## config.mk

```make
export PLATFORM = sky130hd
export DESIGN_NAME = timer_switch_ctrl
export DESIGN_NICKNAME = d
export VERILOG_FILES = /design/src/rtl/timer_switch_ctrl.sv
export SDC_FILE = /design/constraint.sdc
export NUM_CORES = 1
export LEC_CHECK = 0
export BUFFER_PORTS_ARGS = -buffer_cell sky130_fd_sc_hd__clkbuf_2
export CAP_MARGIN = 20
export CORE_MARGIN = 2
export CORE_UTILIZATION = 40
export DETAILED_ROUTE_END_ITERATION = 8
export PLACE_DENSITY = 0.66
export SYNTH_ARGS = -nofsm -noshare
export SYNTH_HDL_FRONTEND = slang
export SYNTH_SLANG_ARGS = --single-unit
```

## constraint.sdc

```tcl
create_clock -name clock -period 3.7 [get_ports clock]
set_input_delay 0.74 -clock clock [delete_from_list [all_inputs] [get_ports clock]]
set_output_delay 0.74 -clock clock [all_outputs]
set_load 0.01 [all_outputs]
```

## src/rtl/timer_switch_ctrl.sv

```systemverilog
// timer_switch_ctrl: staircase-light timer with retrigger, cancel and a blinking warn tail.
module timer_switch_ctrl #(
    parameter int CLK_PER_SEC  = 50_000_000,
    parameter int ON_SECONDS   = 30,
    parameter int WARN_SECONDS = 5,
    localparam int RW = $clog2(ON_SECONDS + 1)
) (
    input  logic          clock,
    input  logic          reset,
    input  logic          tick,
    input  logic          cancel,
    output logic          light,
    output logic          warn,
    output logic [RW-1:0] remaining
);
    localparam int PW = $clog2(CLK_PER_SEC);
    localparam logic [PW-1:0] P_MAX  = PW'(CLK_PER_SEC - 1);
    localparam logic [PW-1:0] P_HALF = PW'(CLK_PER_SEC / 2);
    localparam logic [RW-1:0] R_ON   = RW'(ON_SECONDS);
    localparam logic [RW-1:0] R_WARN = RW'(WARN_SECONDS);

    if (CLK_PER_SEC < 2 || CLK_PER_SEC % 2 != 0) begin : g_bad_clk
        $error("CLK_PER_SEC must be >= 2 and even");
    end
    if (ON_SECONDS < 1) begin : g_bad_on
        $error("ON_SECONDS must be >= 1");
    end
    if (WARN_SECONDS < 0 || WARN_SECONDS >= ON_SECONDS) begin : g_bad_warn
        $error("WARN_SECONDS must be in 0..ON_SECONDS-1");
    end

    typedef enum logic [1:0] {OFF, ON, WARN} state_t;

    state_t        state_q, state_d;
    logic [PW-1:0] presc_q, presc_d;
    logic [RW-1:0] rem_q, rem_d, rem_dec;

    always_ff @(posedge clock) begin
        if (reset) begin
            state_q <= OFF;
            presc_q <= '0;
            rem_q   <= '0;
        end else begin
            state_q <= state_d;
            presc_q <= presc_d;
            rem_q   <= rem_d;
        end
    end

    // cancel beats tick; a second boundary moves the countdown on by one second
    always_comb begin
        state_d = state_q;
        presc_d = presc_q;
        rem_d   = rem_q;
        rem_dec = rem_q - RW'(1);
        if (cancel) begin
            state_d = OFF;
            presc_d = '0;
            rem_d   = '0;
        end else if (tick) begin
            state_d = ON;
            presc_d = '0;
            rem_d   = R_ON;
        end else if (state_q != OFF) begin
            if (presc_q != P_MAX) begin
                presc_d = presc_q + PW'(1);
            end else begin
                presc_d = '0;
                rem_d   = rem_dec;
                state_d = (rem_dec == '0) ? OFF
                        : (WARN_SECONDS > 0 && rem_dec == R_WARN) ? WARN : state_q;
            end
        end
    end

    assign light     = (state_q == ON) || (state_q == WARN && presc_q < P_HALF);
    assign warn      = (state_q == WARN);
    assign remaining = rem_q;
endmodule

```

==> results of run 1 <==
[worst reg2reg max path: stages, from the launching register on]
cell and delay [ns]:
dfxtp_1 0.35, or4_4 0.56, nor4_2 0.31, and4b_1 0.45, or2_4 0.33, nor2_1 0.09
[metrics by stage]
stage | total power, W | instance area [sq um] | std cells
4_1_cts | 0.000660 | 1870 | 261
6_report | 0.000652 | 1870 | 261
2_1_floorplan | 0.000396 | 1730 | 199
3_5_place_dp | 0.000404 | 1790 | 253
3_3_place_gp | 0.000403 | 1790 | 253
5_1_grt | 0.000679 | 1870 | 261
[synth_stat cells (all sizes together)]
| cell | instances |
|---|---|
| a311oi | 2 |
| nand2 | 14 |
| or4 | 1 |
| nor2b | 3 |
| and2 | 1 |
| nor3b | 1 |
| and4b | 1 |
| nor2 | 34 |
| or3 | 2 |
| ha | 4 |
| xor2 | 17 |
| nor4 | 6 |
| dfxtp | 33 |
| nor3 | 10 |
| and3 | 6 |
| inv | 6 |
| and4 | 6 |
| o21ai | 2 |
| xnor2 | 10 |
| nand4 | 6 |
| o2111ai | 2 |
| nor4b | 1 |
| a41oi | 2 |
| buf | 5 |
| and3b | 1 |
| o211ai | 1 |
| nand3 | 11 |
| or2 | 3 |
| clkbuf | 1 |
| mux2i | 1 |
| a2bb2oi | 1 |
| a21oi | 3 |
| o31ai | 1 |
| a31o | 1 |
[power groups by stage]
stage	Clock, W	Sequential, W	Combinational, W
2_1_floorplan	0	0.000370	0.0000262
3_3_place_gp	0	0.000371	0.0000323
3_5_place_dp	0	0.000371	0.0000330
4_1_cts	0.000264	0.000363	0.0000330
5_1_grt	0.000279	0.000363	0.0000363
6_report	0.000256	0.000363	0.0000326
[path summary, 6_finish.rpt]
path | cells past startpoint | from | endpoint | slack, ns
worst min-delay path | 2 | presc_q[0] | presc_q[0] | 0.49
worst min register to register | 2 | presc_q[0] | presc_q[0] | 0.49
worst max-delay path | 6 | presc_q[7] | light | 1.03
worst max register to register | 5 | presc_q[7] | presc_q[8] | 1.49
[layout make-up]
class                      instances  area [sq um]
clock buffer                       8          80.1
fill                             417          2220
inverter                           6          22.5
multi-input combinational        154           992
sequential                        33           661
tap                               50          62.6
timing repair buffer              10          50.0
[flip-flops by register name (all words and copies together) (netlist names)]
| signal | flops |
|---|---|
| remaining | 5 |
| presc_q | 26 |
| state_q | 2 |
[metal layers]
layer  GRT usage  vias to the layer above
met1       0.203                      657
li1            -                      721
met4      0.0513                        0
met5           0                        -
met3      0.0436                        4
met2       0.232                       15
[cells by family (layout without fill, tap and decap cells)]
group,Yosys count,count (layout),share of synthesized area
adder cells (fa/ha/maj),4,4,0.0290
AND/OR/NAND/NOR,107,107,0.339
XOR/XNOR,27,27,0.137
multiplexers,1,1,0.00580
AO/OA/AOI/OAI,15,15,0.0638
buffers and inverters,12,24,0.0421
flip-flops,33,33,0.383
==> metrics.txt, run 1 <==
outcome finished, final reports clean; Sw Share 0.225; commonest non-fill, non-tap cells in the layout nor2_1, dfxtp_1, xor2_1; commonest non-fill, non-tap cell in the layout nor2_1; Seq cells post-synth 33; fin crit share 0.722; crit-path max FO 6; Synth cell types 40; clock network fraction of design power 0.393; sequential power share 0.557; synthesis warning total 0; CTS hold repair buffers 0; number of remaining DRC errors 0; post-layout util 0.457; clk_lat worst skew 0.28 ns; PwrDens 349 mW/mm^2; Yosys top cell area share 0.383; proportion of layout cells with a drive suffix above 1 0.133; I/O pin cnt 11; Worst-Margin Slew 0.923 ns; die width 69.7 um; WL met1 1720 um; first-pass GRT wire length 5980 um; cell count after synthesis 199; DR vias/cell 5.35; # clock sinks 33; CP Cell Sequence or4_4 > o2111ai_1 > a21oi_1 > o21ai_0 > a31o_2 > clkbuf_2; Total GRT Usage 0.151; CTS tree built; DR WL/cell 12.9 um; crit end category output port; IO buf count 10; setup TNS after final layout 0 ns; Lkg Pwr 0.640 nW; final setup fails 0; via count 1397; area grow syn2layout 8.27%; Startpoint Class flip-flop; DRT Wirelength 3370 um; Int Power 0.000505 W; # diodes 0; max-slew violations 0; row count 23; RSZ-0062 raised after global routing false; vias in the first global route 1320; largest net degree at the start of global routing 22; setup repair bufs after CTS 0; Max transition margin 0.376; post-route ant nets 0; die area 0.00485 sq mm; GPL Wtd Cong 0.769; maximum operating frequency 374 MHz; Clock Tree Buf Depth 2; starting density of the core 0.422; pre-CTS setup slack 1.31 ns; CP max-delay cell or4_4; TritonCTS Buffers 5; nets@finish 218; met3 routed WL 96 um; # resized after CTS 0; Final Worst Setup Slack 1.03 ns; combinational fraction of design power 0.050; sequential element share of the synthesized area 0.383; NetSw 0.000147 W; crit path time final 2.67 ns; CTS H-tree depth 2; CTS Root Cell clkbuf_8; DP HPWL 2460 um; initial antenna violation count 0; Syn Nets 207; CP Data Arrival Time 1.93 ns; largest cells by area after synthesis dfxtp_1, xor2_1, nor2_1, xnor2_1, nand3_1; Max stage delay on crit path 0.56 ns; total length of routed met2 wires 1510 um; VDD IR max 0.173 mV; hold crit path type flip-flop to flip-flop; Min Hold Slack 0.488 ns; Largest delay share family, worst path compound AO/OA/AOI/OAI gates; Setup CP Type flip-flop to output port; Buf+Inv Stages, Crit Path 1; Avg Cell Area, Syn 8.67 sq um; worst path required time 2.96 ns; total of max-cap violations 0; total congestion overflow 0; Final Hold Vio Count 0; Setup Skew 0.00756 ns; die height 69.7 um; Core Area 0.00409 sq mm; First-pass DRT Iterations 4; Top Metal Used met4; largest area contributor in the netlist dfxtp_1; drt first-iter violations 65; Synth Cell Area 0.00173 sq mm; Worst-path clk slew 0.07 ns
No activity file was read; power rests on OpenSTA's default activity.
==> run 2, diff against run 1 <==
==> constraint.sdc (replaced) <==
create_clock -name clock -period 2.75 [get_ports clock]
set_input_delay 0.55 -clock clock [delete_from_list [all_inputs] [get_ports clock]]
set_output_delay 0.55 -clock clock [all_outputs]
set_load 0.01 [all_outputs]
==> metrics.txt, run 2 (same netlist as run 1, synthesis figures left out) <==
proportion of layout cells with a drive suffix above 1 0.137; DP HPWL 2390 um; worst path required time 2.20 ns; clk_lat worst skew 0.28 ns; fin crit share 0.955; nets@finish 219; Worst-Margin Slew 0.736 ns; starting density of the core 0.422; IO buf count 10; DR WL/cell 12.4 um; setup TNS after final layout 0 ns; CTS Root Cell clkbuf_8; CTS H-tree depth 2; Setup CP Type flip-flop to output port; total congestion overflow 0; die width 69.7 um; die height 69.7 um; post-route ant nets 0; Worst-path clk slew 0.06 ns; crit end category output port; via count 1379; Clock Tree Buf Depth 2; setup repair bufs after CTS 0; # clock sinks 33; Total GRT Usage 0.148; TritonCTS Buffers 5; DRT Wirelength 3260 um; # resized after CTS 0; Lkg Pwr 0.645 nW; row count 23; vias in the first global route 1292; crit path time final 2.63 ns; CP Data Arrival Time 2.08 ns; # diodes 0; register with the most flip-flops presc_q; I/O pin cnt 11; cell count after placement 254; total of max-cap violations 0; largest net degree at the start of global routing 22; first-pass GRT wire length 5830 um; non-filler instance count after layout 262; Final Hold Vio Count 0; Startpoint Class flip-flop; r2r setup slk 0.55 ns; hold crit path type flip-flop to flip-flop; RSZ-0062 raised after global routing false; VDD IR max 0.239 mV; crit-path max FO 6; outcome finished, final reports clean; CTS hold repair buffers 0; max-slew violations 0; maximum operating frequency 381 MHz; final setup fails 0; DR vias/cell 5.26; area grow syn2layout 8.70%; number of remaining DRC errors 0; PwrDens 466 mW/mm^2; GPL Wtd Cong 0.857; CTS tree built; Max transition margin 0.505; initial antenna violation count 0; commonest non-fill, non-tap cells in the layout nor2_1, dfxtp_1, xor2_1; Core Area 0.00409 sq mm; die area 0.00485 sq mm; commonest non-fill, non-tap cell in the layout nor2_1; drt first-iter violations 70; number of flip-flops in the largest register 26; First-pass DRT Iterations 4; Setup Skew 0.00308 ns
==> run 2: cell count changes in the layout (fill, tap and decap cells not counted), sizes merged <==
cell,delta
buf,+1
==> run 2: metal layers <==
layer / wire (um) / vias up / GRT usage
met4: 59 / 0 / 0.0577
met3: 118 / 6 / 0.0436
met1: 1670 / 625 / 0.196
li1: - / 727 / -
met5: 0 / - / 0
met2: 1410 / 21 / 0.225
==> run 2: final timing paths <==
path | cells past startpoint | startpoint | to
max | 6 | presc_q[7] | light
min | 2 | presc_q[0] | presc_q[0]
max reg2reg | 5 | presc_q[7] | presc_q[20]
min reg2reg | 2 | presc_q[0] | presc_q[0]
==> run 2: cell type report <==
type,count,area [sq um]
inverter,6,22.5
fill,410,2210
tap,50,62.6
clock buffer,8,80.1
multi-input combinational,154,992
sequential,33,661
timing repair buffer,11,57.6
==> run 2: worst max-delay path: stages, from the launching register on <==
cell and delay [ns]:
dfxtp_1 0.36, or4_4 0.56, o2111ai_1 0.20, a21oi_1 0.09, o21ai_0 0.27, a31o_2 0.20, clkbuf_2 0.12
==> run 2: report_power, final <==
part,total (W),internal (W),switching [W]
registers,0.000489,0.000482,0.00000682
clock network,0.000343,0.000179,0.000163
logic,0.0000433,0.0000177,0.0000256
==> run 2: through the flow <==
step	power, W	utilization	worst slack (ns)	area, sq um	hold WS [ns]
CTS	0.000891	0.459	0.116	1880	0.494
finish	0.000875	0.459	0.124	1880	0.492
global placement	0.000542	0.439	0.457	1800	0.480
global route	0.000918	0.459	0.0296	1880	0.532
detailed placement	0.000543	0.439	0.428	1800	0.481
floorplan	0.000533	-	0.752	1730	0.462
==> run 3, diff against run 2 <==
--- a/config.mk
+++ b/config.mk
@@ -11,6 +11,7 @@
 export CORE_UTILIZATION = 40
 export DETAILED_ROUTE_END_ITERATION = 8
 export PLACE_DENSITY = 0.66
+export SLEW_MARGIN = 20
 export SYNTH_ARGS = -nofsm -noshare
 export SYNTH_HDL_FRONTEND = slang
 export SYNTH_SLANG_ARGS = --single-unit
==> constraint.sdc (replaced) <==
create_clock -name clock -period 3.35 [get_ports clock]
set_input_delay 0.67 -clock clock [delete_from_list [all_inputs] [get_ports clock]]
set_output_delay 0.67 -clock clock [all_outputs]
set_load 0.01 [all_outputs]
==> metrics.txt, run 3 (same netlist as run 1, synthesis figures left out) <==
outcome finished, final reports clean; die height 69.7 um; row count 23; post-route ant nets 0; VDD IR max 0.179 mV; setup TNS after final layout 0 ns; Setup CP Type flip-flop to output port; CP max-delay cell or4_4; # clock sinks 33; DR WL/cell 12.9 um; crit-path max FO 6; non-filler instance count after layout 261; RSZ-0062 raised after global routing false; CTS tree built; starting density of the core 0.422; Largest delay share family, worst path compound AO/OA/AOI/OAI gates; CTS Root Cell clkbuf_8; Lkg Pwr 0.668 nW; R2R Path Start presc_q[7]; IO buf count 10; die width 69.7 um; PwrDens 458 mW/mm^2; Startpoint Class flip-flop; Worst-Margin Slew 0.853 ns; GPL Wtd Cong 0.772; I/O pin cnt 11; TritonCTS Buffers 5; R2R cell count 5; hold crit path type flip-flop to flip-flop; Clock Tree Buf Depth 2; first-pass GRT wire length 5880 um; worst setup path end light; # diodes 0; area grow syn2layout 11.4%; crit end category output port; Max stage delay on crit path 0.56 ns; Max transition margin 0.423; CP Data Arrival Time 1.99 ns; CP Cell Sequence or4_4 > o2111ai_1 > a21oi_1 > o21ai_0 > a31o_2 > clkbuf_2; CTS hold repair buffers 0; initial antenna violation count 0; Reg-to-Reg End presc_q[22]; DRT Wirelength 3380 um; Final Worst Setup Slack 0.687 ns; DP HPWL 2370 um; nets@finish 218; number of flip-flops in the largest register 26; origin of the worst setup path presc_q[7]; cell count after placement 253; CTS H-tree depth 2; Setup Skew 0.00850 ns; commonest non-fill, non-tap cells in the layout nor2_1, dfxtp_1, xor2_1; maximum operating frequency 376 MHz; die area 0.00485 sq mm; number of remaining DRC errors 0; max-slew violations 0; largest net degree at the start of global routing 22; proportion of layout cells with a drive suffix above 1 0.147; # resized after CTS 0; DR vias/cell 5.40; total congestion overflow 0; final setup fails 0; Total GRT Usage 0.148; pre-CTS setup slack 1.03 ns; Core Area 0.00409 sq mm; Final Hold Vio Count 0; via count 1409; vias in the first global route 1335; total of max-cap violations 0; WP depth 6; setup repair bufs after CTS 0; Buf+Inv Stages, Crit Path 1; crit path time final 2.66 ns; drt first-iter violations 49; fin crit share 0.795; r2r setup slk 1.09 ns; register with the most flip-flops presc_q; clk_lat worst skew 0.29 ns; worst path required time 2.68 ns; FILL cells 391; First-pass DRT Iterations 4; Worst-path clk slew 0.07 ns; commonest non-fill, non-tap cell in the layout nor2_1
## run 3: layer usage
| metal | GRT usage | share of wire |
|---|---|---|
| met4 | 0.0705 | 0.019 |
| met3 | 0.0378 | 0.029 |
| met5 | 0 | 0 |
| met2 | 0.230 | 0.44 |
| met1 | 0.192 | 0.51 |
## run 3: worst reg2reg max path, delay by kind of cell (launching register included)
kind | cells | cell delay (ns)
AND/OR/NAND/NOR | 5 | 1.77
flip-flops | 1 | 0.37
## run 3: cell type report
class                      instances  area [sq um]  share of cell area
clock buffer                       5          68.8              0.0358
clock inverter                     3          65.1              0.0339
inverter                           6          22.5              0.0117
multi-input combinational        154           992               0.516
sequential                        33           661               0.344
tap                               50          62.6              0.0326
timing repair buffer              10          50.0              0.0260
## run 3: worst min path at each step
stage               slack, ns  startpoint         end  cells after the start
floorplan                0.46  presc_q[0]  presc_q[0]                      2
global placement         0.48  presc_q[0]  presc_q[0]                      2
detailed placement       0.49  presc_q[0]  presc_q[0]                      2
CTS                      0.50  presc_q[0]  presc_q[0]                      2
global route             0.51  presc_q[0]  presc_q[0]                      2
finish                   0.51  presc_q[0]  presc_q[0]                      2
## run 3: power breakdown
| part | internal [W] | switching, W | total (W) |
|---|---|---|---|
| clock | 0.000295 | 0.000148 | 0.000443 |
| combinational | 0.0000145 | 0.0000214 | 0.0000359 |
| sequential | 0.000395 | 0.00000533 | 0.000401 |
| total | 0.000705 | 0.000175 | 0.000880 |
## run 3: metrics by stage
stage | utilization | area [sq um] | power [W] | hold slack, ns
after floorplan | - | 1730 | 0.000438 | 0.462
after global placement | 0.438 | 1790 | 0.000445 | 0.478
after detailed placement | 0.438 | 1790 | 0.000446 | 0.492
after CTS | 0.470 | 1920 | 0.000888 | 0.503
after global routing | 0.470 | 1920 | 0.000902 | 0.511
final | 0.470 | 1920 | 0.000880 | 0.507
